[config.mk]
export PLATFORM = sky130hd
export DESIGN_NAME = auto_navigator
export DESIGN_NICKNAME = d
export VERILOG_FILES = /design/src/rtl/auto_navigator.sv
export SDC_FILE = /design/constraint.sdc
export NUM_CORES = 1
export LEC_CHECK = 0
export CAP_MARGIN = 20
export CORE_AREA = 2 2 79 81
export DETAILED_ROUTE_END_ITERATION = 6
export DIE_AREA = 0 0 81 83
export PLACE_DENSITY = 0.85
export SLEW_MARGIN = 40
export SYNTH_ARGS = -nofsm -noshare
export SYNTH_HDL_FRONTEND = slang
export SYNTH_SLANG_ARGS = --single-unit
[constraint.sdc]
create_clock -name clk -period 2.1 [get_ports clk]
set_input_delay 0.21 -clock clk [delete_from_list [all_inputs] [get_ports clk]]
set_output_delay 0.21 -clock clk [all_outputs]
set_load 0.02 [all_outputs]
[src/rtl/auto_navigator.sv]
// Wall-following navigator: debounces three obstacle detectors, requests timed
// turns from the turning block and drives forward motion between turns.
module auto_navigator #(
    parameter int unsigned DEBOUNCE    = 5,
    parameter int unsigned EXIT_HOLD   = 250,
    parameter int unsigned ACK_TIMEOUT = 4,
    parameter int unsigned CNT_W       = 16
) (
    input  logic       clk,
    input  logic       rst,
    input  logic       enable,
    input  logic       detector_front,
    input  logic       detector_left,
    input  logic       detector_right,
    input  logic       is_turning,
    output logic       trigger_turn_left,
    output logic       trigger_turn_right,
    output logic       trigger_turn_back,
    output logic       move_forward,
    output logic [2:0] nav_state,
    output logic       ack_fault
);

    localparam logic [CNT_W-1:0] DB_LAST   = CNT_W'(DEBOUNCE - 1);
    localparam logic [CNT_W-1:0] ACK_LAST  = CNT_W'(ACK_TIMEOUT - 1);
    localparam logic [CNT_W-1:0] HOLD_LOAD = CNT_W'(EXIT_HOLD);
    localparam logic [CNT_W-1:0] CNT_ONE   = CNT_W'(1);

    typedef enum logic [2:0] {
        S_IDLE    = 3'd0,
        S_CRUISE  = 3'd1,
        S_REQ     = 3'd2,
        S_TURNING = 3'd3,
        S_EXIT    = 3'd4
    } state_t;

    typedef enum logic [1:0] {
        DIR_LEFT  = 2'd0,
        DIR_RIGHT = 2'd1,
        DIR_BACK  = 2'd2
    } dir_t;

    // Detector bit order: 0 = front, 1 = left, 2 = right
    logic [2:0]       raw;
    logic [2:0]       db;
    logic [CNT_W-1:0] db_cnt [3];

    state_t           state;
    state_t           state_nxt;
    dir_t             dir;
    dir_t             dir_nxt;
    logic [CNT_W-1:0] cnt;
    logic [CNT_W-1:0] cnt_nxt;
    logic [2:0]       trig_nxt;
    logic             mf_nxt;
    logic             fault_nxt;

    assign raw       = {detector_right, detector_left, detector_front};
    assign nav_state = state;

    // Debounce: accept a new value after DEBOUNCE consecutive differing samples
    always_ff @(posedge clk) begin
        if (rst) begin
            db <= 3'b111;
            for (int i = 0; i < 3; i++) begin
                db_cnt[i] <= '0;
            end
        end else begin
            for (int i = 0; i < 3; i++) begin
                if (raw[i] == db[i]) begin
                    db_cnt[i] <= '0;
                end else if (db_cnt[i] >= DB_LAST) begin
                    db[i]     <= raw[i];
                    db_cnt[i] <= '0;
                end else begin
                    db_cnt[i] <= db_cnt[i] + CNT_ONE;
                end
            end
        end
    end

    always_ff @(posedge clk) begin
        if (rst) begin
            state              <= S_IDLE;
            dir                <= DIR_LEFT;
            cnt                <= '0;
            trigger_turn_left  <= 1'b0;
            trigger_turn_right <= 1'b0;
            trigger_turn_back  <= 1'b0;
            move_forward       <= 1'b0;
            ack_fault          <= 1'b0;
        end else begin
            state              <= state_nxt;
            dir                <= dir_nxt;
            cnt                <= cnt_nxt;
            trigger_turn_left  <= trig_nxt[2];
            trigger_turn_right <= trig_nxt[1];
            trigger_turn_back  <= trig_nxt[0];
            move_forward       <= mf_nxt;
            ack_fault          <= fault_nxt;
        end
    end

    always_comb begin
        state_nxt = state;
        dir_nxt   = dir;
        cnt_nxt   = cnt;
        trig_nxt  = 3'b000;
        mf_nxt    = 1'b0;
        fault_nxt = ack_fault;

        // Losing enable outranks every other event, including an ack
        if (!enable) begin
            state_nxt = S_IDLE;
            cnt_nxt   = '0;
        end else begin
            case (state)
                S_IDLE: begin
                    state_nxt = S_CRUISE;
                    cnt_nxt   = '0;
                end
                S_CRUISE: begin
                    cnt_nxt = '0;
                    if (!db[1]) begin
                        state_nxt = S_REQ;
                        dir_nxt   = DIR_LEFT;
                    end else if (!db[0]) begin
                        mf_nxt = 1'b1;
                    end else if (!db[2]) begin
                        state_nxt = S_REQ;
                        dir_nxt   = DIR_RIGHT;
                    end else begin
                        state_nxt = S_REQ;
                        dir_nxt   = DIR_BACK;
                    end
                end
                S_REQ: begin
                    if (is_turning) begin
                        state_nxt = S_TURNING;
                        cnt_nxt   = '0;
                    end else if (cnt >= ACK_LAST) begin
                        state_nxt = S_CRUISE;
                        fault_nxt = 1'b1;
                        cnt_nxt   = '0;
                    end else begin
                        cnt_nxt = cnt + CNT_ONE;
                    end
                end
                S_TURNING: begin
                    if (!is_turning) begin
                        state_nxt = S_EXIT;
                        cnt_nxt   = HOLD_LOAD;
                        mf_nxt    = 1'b1;
                    end
                end
                S_EXIT: begin
                    if (cnt <= CNT_ONE) begin
                        state_nxt = S_CRUISE;
                        cnt_nxt   = '0;
                    end else begin
                        cnt_nxt = cnt - CNT_ONE;
                        mf_nxt  = 1'b1;
                    end
                end
                default: begin
                    state_nxt = S_IDLE;
                    cnt_nxt   = '0;
                end
            endcase
        end

        // A trigger is high exactly while a request is outstanding
        if (state_nxt == S_REQ) begin
            case (dir_nxt)
                DIR_LEFT:  trig_nxt = 3'b100;
                DIR_RIGHT: trig_nxt = 3'b010;
                default:   trig_nxt = 3'b001;
            endcase
        end
    end

endmodule

# [After elaboration in Yosys (flattened, before gate mapping)]
# Memory sizes are Yosys's and may differ from the RTL's.
# Cells that the tools add are included.
[word_totals] reg_bits=29 elab_cells=123 mem_count=1 out_inout_bits=8 rom_bits=0 ram_bits=48 input_bits=7 latchBits=0
[memory_table] memory="db_cnt" depth=3 word_bits=16 rd=3 rd_clocked_by_memory_dff=0 wr=3 line_no="46" source="logic [CNT_W-1:0] db_cnt [3];"
[classes] n_bitwise=15 n_addsub=5 div_mod_pow=0 n_reduce_logical=8 n_eq_ne=10 n_lt_le_gt_ge=5 n_mul=0 shift=0 mux=68
[op_table] op="16-bit 2-to-1 mux" n=13
[op_table] op="16-bit by 1-bit adder with 16-bit output (second input constant)" n=4
[op_table] op="16-bit by 3-bit >= comparator with 1-bit output (second input constant)" n=3
[op_table] op="16-bit one-hot mux with 3 select lines" n=1
[op_table] op="1-bit 2-to-1 mux" n=39
[op_table] op="3-bit 2-to-1 mux" n=7
[op_table] op="16-bit by 2-bit >= comparator with 1-bit output (second input constant)" n=1
[op_table] op="16-bit by 1-bit less-or-equal comparator with 1-bit output (second input constant)" n=1
[op_table] op="16-bit by 1-bit subtractor with 16-bit output (second input constant)" n=1
[op_table] op="3-bit one-hot mux with 5 select lines" n=1
[op_table] op="2-bit 2-to-1 mux" n=5
[op_table] op="3-bit by 2-bit equality test with 1-bit output (second input constant)" n=3
[op_table] op="1-bit bitwise OR" n=9
[op_table] op="1-bit NOT" n=6
[op_table] op="3-bit one-hot mux with 2 select lines" n=1
[op_table] op="2-bit AND reduction" n=3
[op_table] op="4-bit AND reduction" n=1
[op_table] op="2-bit OR reduction" n=2
[op_table] op="1-bit equality test" n=3
[op_table] op="3-bit by 1-bit equality test with 1-bit output (second input constant)" n=1
[op_table] op="3-bit equality test (second input constant)" n=1
[op_table] op="3-bit zero test" n=1
[op_table] op="1-bit one-hot mux with 3 select lines" n=1
[op_table] op="2-bit by 1-bit equality test with 1-bit output (second input constant)" n=1
[op_table] op="2 further kinds" n=2

# [Depth between registers and ports, before layout]
# Gate-level depths: netlist (run 1).
[depth] ltp_word=8 depth_mapped=7 ltp_nobuf=6

# [Worst setup path before layout (run 1)]
# OpenSTA, ideal clock, no wires.
[synth_timing] path_kind="flip-flop to flip-flop" startpoint="register cnt[2]" endpoint="register cnt[13]" arrival_time_ns=1.677 slack_ns=0.291 n_path_buf=1 setup_time_ns=0.132 required_time_ns=1.968 path_stages_with_launch=7 period_less_slack_ns=1.809 path_cell_list="dfxtp_1 -> nor3_4 -> nand4_2 -> o41a_1 -> buf_6 -> a32oi_1 -> o41ai_1"
[synth_via] elab_chain_len=4 elab_cells_between_ends=8 cone_classes="add/sub: 2; order compare: 2; mux: 4"
[synth_lines] item="start: declaration" line_no="52" source="logic [CNT_W-1:0] cnt;"
[synth_lines] item="start signal: assignment" line_no="95" source="cnt <= cnt_nxt;"
[synth_lines] item="16-bit by 1-bit adder with 16-bit output / 16-bit by 2-bit >= comparator with 1-bit output (equally long branches)" line_no="146, 141"
[synth_lines] item="16-bit 2-to-1 mux" line_no="141" source="end else if (cnt >= ACK_LAST) begin"
[synth_lines] item="16-bit 2-to-1 mux" line_no="138" source="if (is_turning) begin"
[synth_lines] item="16-bit one-hot mux with 3 select lines *" line_no="117" source="case (state)"
# Every way passes the cells marked *; elsewhere a longest branch is shown, timed or not.
# A chain may end at the register's enable or synchronous reset.

# [Worst setup path after layout (run 1)]
[layout_timing] startpoint="register cnt[5]" endpoint="register cnt[13]"
# Same word-level chain as after synthesis.

==> flow_summary.yaml, run 1 <==
status:
  status: "completed"
sta:
  fin_setup_tns_ns: 0
  setup_slack_ns: 0.116
  finalSetupViolCount: 0
  whs_ns: 0.495
  finalCritPeriodShare: 0.945
  drv_slew: 0
  hold_viol: 0
  worst_pin_slew_ns: 0.572
  fmax_mhz: 504
  period_minus_slack_ns: 1.98
  skew_ns: 0.00730
  slew_headroom: 0.617
  rsz0062_at_grt: "no"
placement:
  globalplace.congestion: 0.897
  placed_area_um2: 3950
  placement.io_buffers: 14
  dpl_worst_slack_ns: 0.0881
  hpwl_mm: 4.29
route:
  drt_wl_total_mm: 6.10
  vias: 2431
  viasPerCell: 5.04
  routedWlPerCell_um: 12.7
  drtPass1Iterations: 4
  drc: 0
  detail-route-antenna-nets: 0
  drt_iter0_markers: 193
setup_path:
  worst_ep_required_time_ns: 2.33
  startpoint_type: "flip-flop"
  crit_type: "reg -> reg"
  cp.arrival_ns: 2.22
  end_kind: "flip-flop"
  cp_max_fo: 13
logic_synthesis:
  synth_edf_count: 48
  yosys.area.top_type: "edfxtp_1"
  syn_area_um2: 3350
  ys_types: 57
  syn_inst: 288
  yosysTopAreaCellShare: 0.430
  synth_area_leaders: "edfxtp_1 43%, dfxtp_1 17%, ha_1 3.4%"
  async_reset_ff_frac: 0
  yosysWarnings: 0
  seq_area_frac_synth: 0.603
  synth-seq-cells: 77
  synth_ff_type: "edfxtp_1"
  avgSynthCellArea_um2: 11.6
cells_and_area:
  area_growth_pct: 25.5
  nNetsFinal: 418
  antenna_cells: 0
  stdcell_area_um2: 4210
  drive_gt1_frac: 0.0835
power_and_ir_drop:
  p_leak_nw: 1.76
  p_per_area_nw_per_um2: 764
  peakVddDrop_v: 0.000532
  total_power_mw: 3.21
clock_network:
  cts_root_buffer: "clkbuf_8"
  htree_num_levels: 3
  clk_pin_slew_ns: 0.08
  insertion_delay_ns: 0.36
  cts_setup_buffers: 0
  cts_tree: "built"
  clock_sinks: 77
  clk_path_buf_depth: 2
  cts_buffers: 9
  ctsHoldBuffers: 0
  post_cts_resized: 0
global_routing:
  grt_util_all_layers: 0.204
  grt-ovfl-total: 0
  grt_pass1_wl_mm: 10.4
  grt_pass1_vias: 2440
  grt_start_max_net_pins: 18
  antenna_found_initial: 0
die:
  start_util: 0.577
  die_y_um: 83
  coreArea_um2: 5820
  io_pins: 15
  dieArea_um2: 6720
  die_x_um: 81
  rows: 28
run:
  maxCapViolCount: 0
min_path:
  hold_path.class: "in -> reg"
[layer usage]
| layer | wire length (µm) | track usage | share of wire |
|---|---|---|---|
| met2 | 3000 | 0.315 | 0.49 |
| met4 | 143 | 0.103 | 0.023 |
| met3 | 411 | 0.0685 | 0.067 |
| met1 | 2550 | 0.251 | 0.42 |
| met5 | 0 | 0 | 0 |
[cell usage in the layout, fill, tap and decap left out, types with 3 or more instances in the layout]
master / count
a211o_1: 3
a211oi_1: 3
a21oi_1: 17
a22o_1: 3
a31oi_1: 4
buf_4: 11
bufinv_16: 3
clkbuf_8: 10
clkdlybuf4s50_1: 14
conb_1: 87
dfxtp_1: 29
edfxtp_1: 48
ha_1: 9
inv_1: 18
nand2_1: 15
nand2b_1: 3
nand3_1: 7
nand3b_1: 3
nand4_1: 5
nor2_1: 25
nor2b_1: 6
nor3_1: 6
nor4_1: 10
o21ai_0: 6
o21ai_1: 3
or3_1: 9
xnor2_1: 8
[metrics by stage]
stage                      util  cells
after floorplan               -    373
after global placement    0.680    466
after detailed placement  0.680    466
after CTS                 0.722    482
after global routing      0.724    482
final                     0.724    482
[flip-flops by register name, summed over array words and instances (netlist names)]
signal / flops
db_cnt: 48
cnt: 16
db: 3
nav_state: 3
dir: 2
ack_fault: 1
move_forward: 1
trigger_turn_back: 1
trigger_turn_left: 1
trigger_turn_right: 1
[report_power, final]
group	internal (mW)	switching, mW	leakage (nW)
registers	1.68	0.0323	0.710
logic	0.0517	0.0788	0.928
clock network	0.826	0.541	0.120
[worst max-delay path, cell delays in order (launching register included)]
cell and delay (ns):
dfxtp_1 0.37, nor3_4 0.30, nand4_2 0.24, o41a_2 0.63, a32oi_1 0.22, o41ai_1 0.10
[path summary, 6_finish.rpt]
| kind | to | depth (start not counted) | slack [ns] | startpoint |
|---|---|---|---|---|
| setup / recovery | cnt[13] | 5 | 0.12 | cnt[5] |
| hold / removal | db[1] | 2 | 0.50 | detector_left |
| setup reg to reg | cnt[13] | 5 | 0.12 | cnt[5] |
| hold reg to reg | dir[0] | 2 | 0.51 | dir[0] |
[cells in the mapped netlist (3+ instances only)]
library cell	instances
nor2b_1	6
nor4_1	10
dfxtp_1	29
nand4_1	5
a21oi_1	17
clkbuf_1	3
nand2b_1	3
ha_1	9
a211oi_1	3
nor2_1	25
nand3b_1	3
or3_1	9
a211o_1	3
inv_1	18
nand2_1	15
edfxtp_1	48
xnor2_1	8
nor3_1	6
o21ai_1	3
nand3_1	7
a31oi_1	4
a22o_1	3
o21ai_0	6
[cell families (layout without fill, tap and decap cells)]
| kind of cell | after synthesis | in the layout | share of synthesized area |
|---|---|---|---|
| AOI/OAI and AO/OA | 59 | 59 | 0.125 |
| other | 2 | 87 | 0.00224 |
| and+or+nand+nor | 106 | 106 | 0.179 |
| xor gates and xnor gates | 10 | 10 | 0.0261 |
| adders and majority gates | 9 | 9 | 0.0336 |
| buffers and inverters | 25 | 59 | 0.0310 |
| DFF | 77 | 77 | 0.603 |
[cell type report]
| class | instances | area (µm²) |
|---|---|---|
| clock buffers | 11 | 141 |
| clock inverters | 5 | 106 |
| fillers | 416 | 1610 |
| inverters | 18 | 67.6 |
| multi-input cells | 271 | 1550 |
| flip-flops and latches | 77 | 2020 |
| well taps | 75 | 93.8 |
| repair buffers | 25 | 223 |
No activity file was read; power rests on OpenSTA's default activity.
==> run 2: changes to the inputs <==
Settings changed: ABC_AREA set to 1, CELL_PAD_IN_SITES_DETAIL_PLACEMENT set to 0, CELL_PAD_IN_SITES_GLOBAL_PLACEMENT set to 2, CORE_AREA 2 2 79 81 to 2 2 99 101, DIE_AREA 0 0 81 83 to 0 0 101 103, PLACE_DENSITY 0.85 to 0.86.
==> run 2 against run 1 <==
Net effect:
- critical path depth decreased by 4
- clock power down 12%
- global-route usage decreased by 6.5 points
- sequential power barely moved
- sequential share of layout area shrank 1.7 points
- die area rose by 55%
- sequential cell count is the same
- setup slack improved by 0.24 ns
- via count rose by 2.6%
- non-clock buffer count shrank 9
- utilization fell by 26 points
- cell area up 3.8%
==> flow_summary.yaml, run 2 <==
logic_synthesis:
  yosysTopAreaCellShare: 0.406
  async_reset_ff_frac: 0
  syn_inst: 366
  synth_ff_type: "edfxtp_1"
  synth-seq-cells: 77
  ys_types: 38
  seq_area_frac_synth: 0.569
  yosys.area.top_type: "edfxtp_1"
  netlist_top_cells_count: "76 x nand2_1, 48 x edfxtp_1, 45 x nor2_1"
  synth.most_common_cell: "nand2_1"
  synth_area_leaders: "edfxtp_1 41%, dfxtp_1 16%, nand2_1 8.0%"
  syn_area_um2: 3550
  yosysWarnings: 0
  avgSynthCellArea_um2: 9.70
  synth_edf_count: 48
cells_and_area:
  largest_registers: "db_cnt: 48 flops, cnt: 16 flops"
  drive_gt1_frac: 0.115
  antenna_cells: 0
  mostFrequentLayoutCell: "conb_1"
  stdcell_area_um2: 4370
  area_growth_pct: 23.0
  mostFrequentLayoutCells: "87 x conb_1, 76 x nand2_1, 48 x edfxtp_1"
  largest_reg_flops: 48
  nFillCells: 934
  top_register: "db_cnt"
  final_cells: 594
  nNetsFinal: 491
sta:
  drv_slew: 0
  fmax_mhz: 573
  finalCritPeriodShare: 0.831
  finalSetupViolCount: 0
  skew_ns: 0.0116
  rsz0062_at_grt: "no"
  period_minus_slack_ns: 1.74
  whs_ns: 0.495
  fin_setup_tns_ns: 0
  hold_viol: 0
setup_path:
  crit_chain: "clkdlybuf4s50_1"
  path_buf_inv: 1
  cp.arrival_ns: 1.53
  startpoint_type: "flip-flop"
  worst_ep_required_time_ns: 1.89
  reg2reg_to: "cnt[11]"
  ff2ff_path_depth: 8
  r2r_setup_slack_ns: 0.39
  r2r-start: "cnt[0]"
  crit_type: "reg -> out"
  max_stage_delay_ns: 0.67
  slowest_stage: "clkdlybuf4s50_1"
  critPathTopFamily: "buffers and inverters"
  cp_max_fo: 5
  end_kind: "primary output"
placement:
  globalplace.congestion: 0.735
  hpwl_mm: 4.75
  place_inst: 578
  placed_area_um2: 4150
  placement.io_buffers: 14
clock_network:
  cts_root_buffer: "clkbuf_8"
  cts_buffers: 9
  clock_sinks: 77
  cts_setup_buffers: 0
  post_cts_resized: 0
  ctsHoldBuffers: 0
  htree_num_levels: 3
  cts_tree: "built"
  clk_pin_slew_ns: 0.08
  insertion_delay_ns: 0.35
  clk_path_buf_depth: 2
min_path:
  whs_path_depth: 2
  min_delay_worst_endpoint: "cnt[1]"
  hold_path.class: "reg -> reg"
  min_from: "cnt[1]"
route:
  routedWlPerCell_um: 10.6
  detail-route-antenna-nets: 0
  viasPerCell: 4.20
  drt_wl_total_mm: 6.32
  drc: 0
  drtPass1Iterations: 4
  drt_iter0_markers: 71
  vias: 2493
die:
  start_util: 0.375
  io_pins: 15
  die_y_um: 103
  coreArea_um2: 9460
  die_x_um: 101
  rows: 36
  dieArea_um2: 10400
global_routing:
  antenna_found_initial: 0
  grt_pass1_wl_mm: 10.9
  grt_pass1_vias: 2388
  grt-ovfl-total: 0
  grt_util_all_layers: 0.138
  grt_start_max_net_pins: 14
power_and_ir_drop:
  p_leak_nw: 1.93
  p_per_area_nw_per_um2: 704
  peakVddDrop_v: 0.000490
  total_power_mw: 3.08
run:
  maxCapViolCount: 0
status:
  status: "completed"
[run 2: changes by cell type in the layout (fill, tap and decap cells not counted), moves of 6 or more]
cell and change:
nor2b_1 -6, inv_1 +18, buf_4 -9, nor2_2 +11, nand2_2 +7, or3_1 -9
nor2_1 +20, nand2_1 +61, nand3_1 +9, nor4_1 -6
[run 2: logic make-up (layout without fill, tap and decap cells)]
family | count (synthesis) | in the layout | synth area share
other | 2 | 87 | 0.00211
buffers and inverters | 44 | 73 | 0.0486
AND/OR/NAND/NOR | 183 | 183 | 0.251
XOR/XNOR | 12 | 12 | 0.0296
flip-flops | 77 | 77 | 0.569
AO/OA/AOI/OAI | 39 | 39 | 0.0677
adder cells (fa/ha/maj) | 9 | 9 | 0.0317
[run 2: worst max path at each step]
stage | from | to | slack (ns) | depth (start not counted)
2_1_floorplan | cnt[0] | cnt[14] | 0.59 | 8
4_1_cts | nav_state[0] | nav_state[0] | 0.34 | 1
3_3_place_gp | rst | trigger_turn_back | 0.39 | 6
3_5_place_dp | rst | trigger_turn_left | 0.36 | 6
5_1_grt | cnt[0] | cnt[14] | 0.24 | 8
6_report | nav_state[0] | nav_state[0] | 0.36 | 1
[run 2: area by class of cell]
class                   count  area [µm²]  share of cell area
flip-flops and latches     77        2020               0.463
inverters                  41         156              0.0358
repair buffers             16         155              0.0355
multi-input cells         330        1680               0.384
clock buffers              10         128              0.0292
clock inverters             6        87.6              0.0201
well taps                 114         143              0.0327
[run 2: routing by layer]
| metal | vias up | global-route usage | wire [µm] |
|---|---|---|---|
| li1 | 1334 | - | - |
| met1 | 1128 | 0.165 | 2930 |
| met2 | 22 | 0.238 | 3120 |
| met3 | 9 | 0.0366 | 171 |
| met4 | 0 | 0.0561 | 96 |
| met5 | - | 0 | 0 |
[run 2: report_power, final]
| group | total, mW | internal [mW] | leakage [nW] | switching [mW] |
|---|---|---|---|---|
| Sequential | 1.71 | 1.69 | 0.710 | 0.0293 |
| Clock | 1.21 | 0.667 | 0.100 | 0.546 |
| Combinational | 0.147 | 0.0511 | 1.12 | 0.0961 |
[run 2: through the flow]
step | worst slack [ns] | util
2_1_floorplan | 0.594 | -
3_3_place_gp | 0.395 | 0.439
3_5_place_dp | 0.357 | 0.439
4_1_cts | 0.340 | 0.462
5_1_grt | 0.240 | 0.462
6_report | 0.355 | 0.462
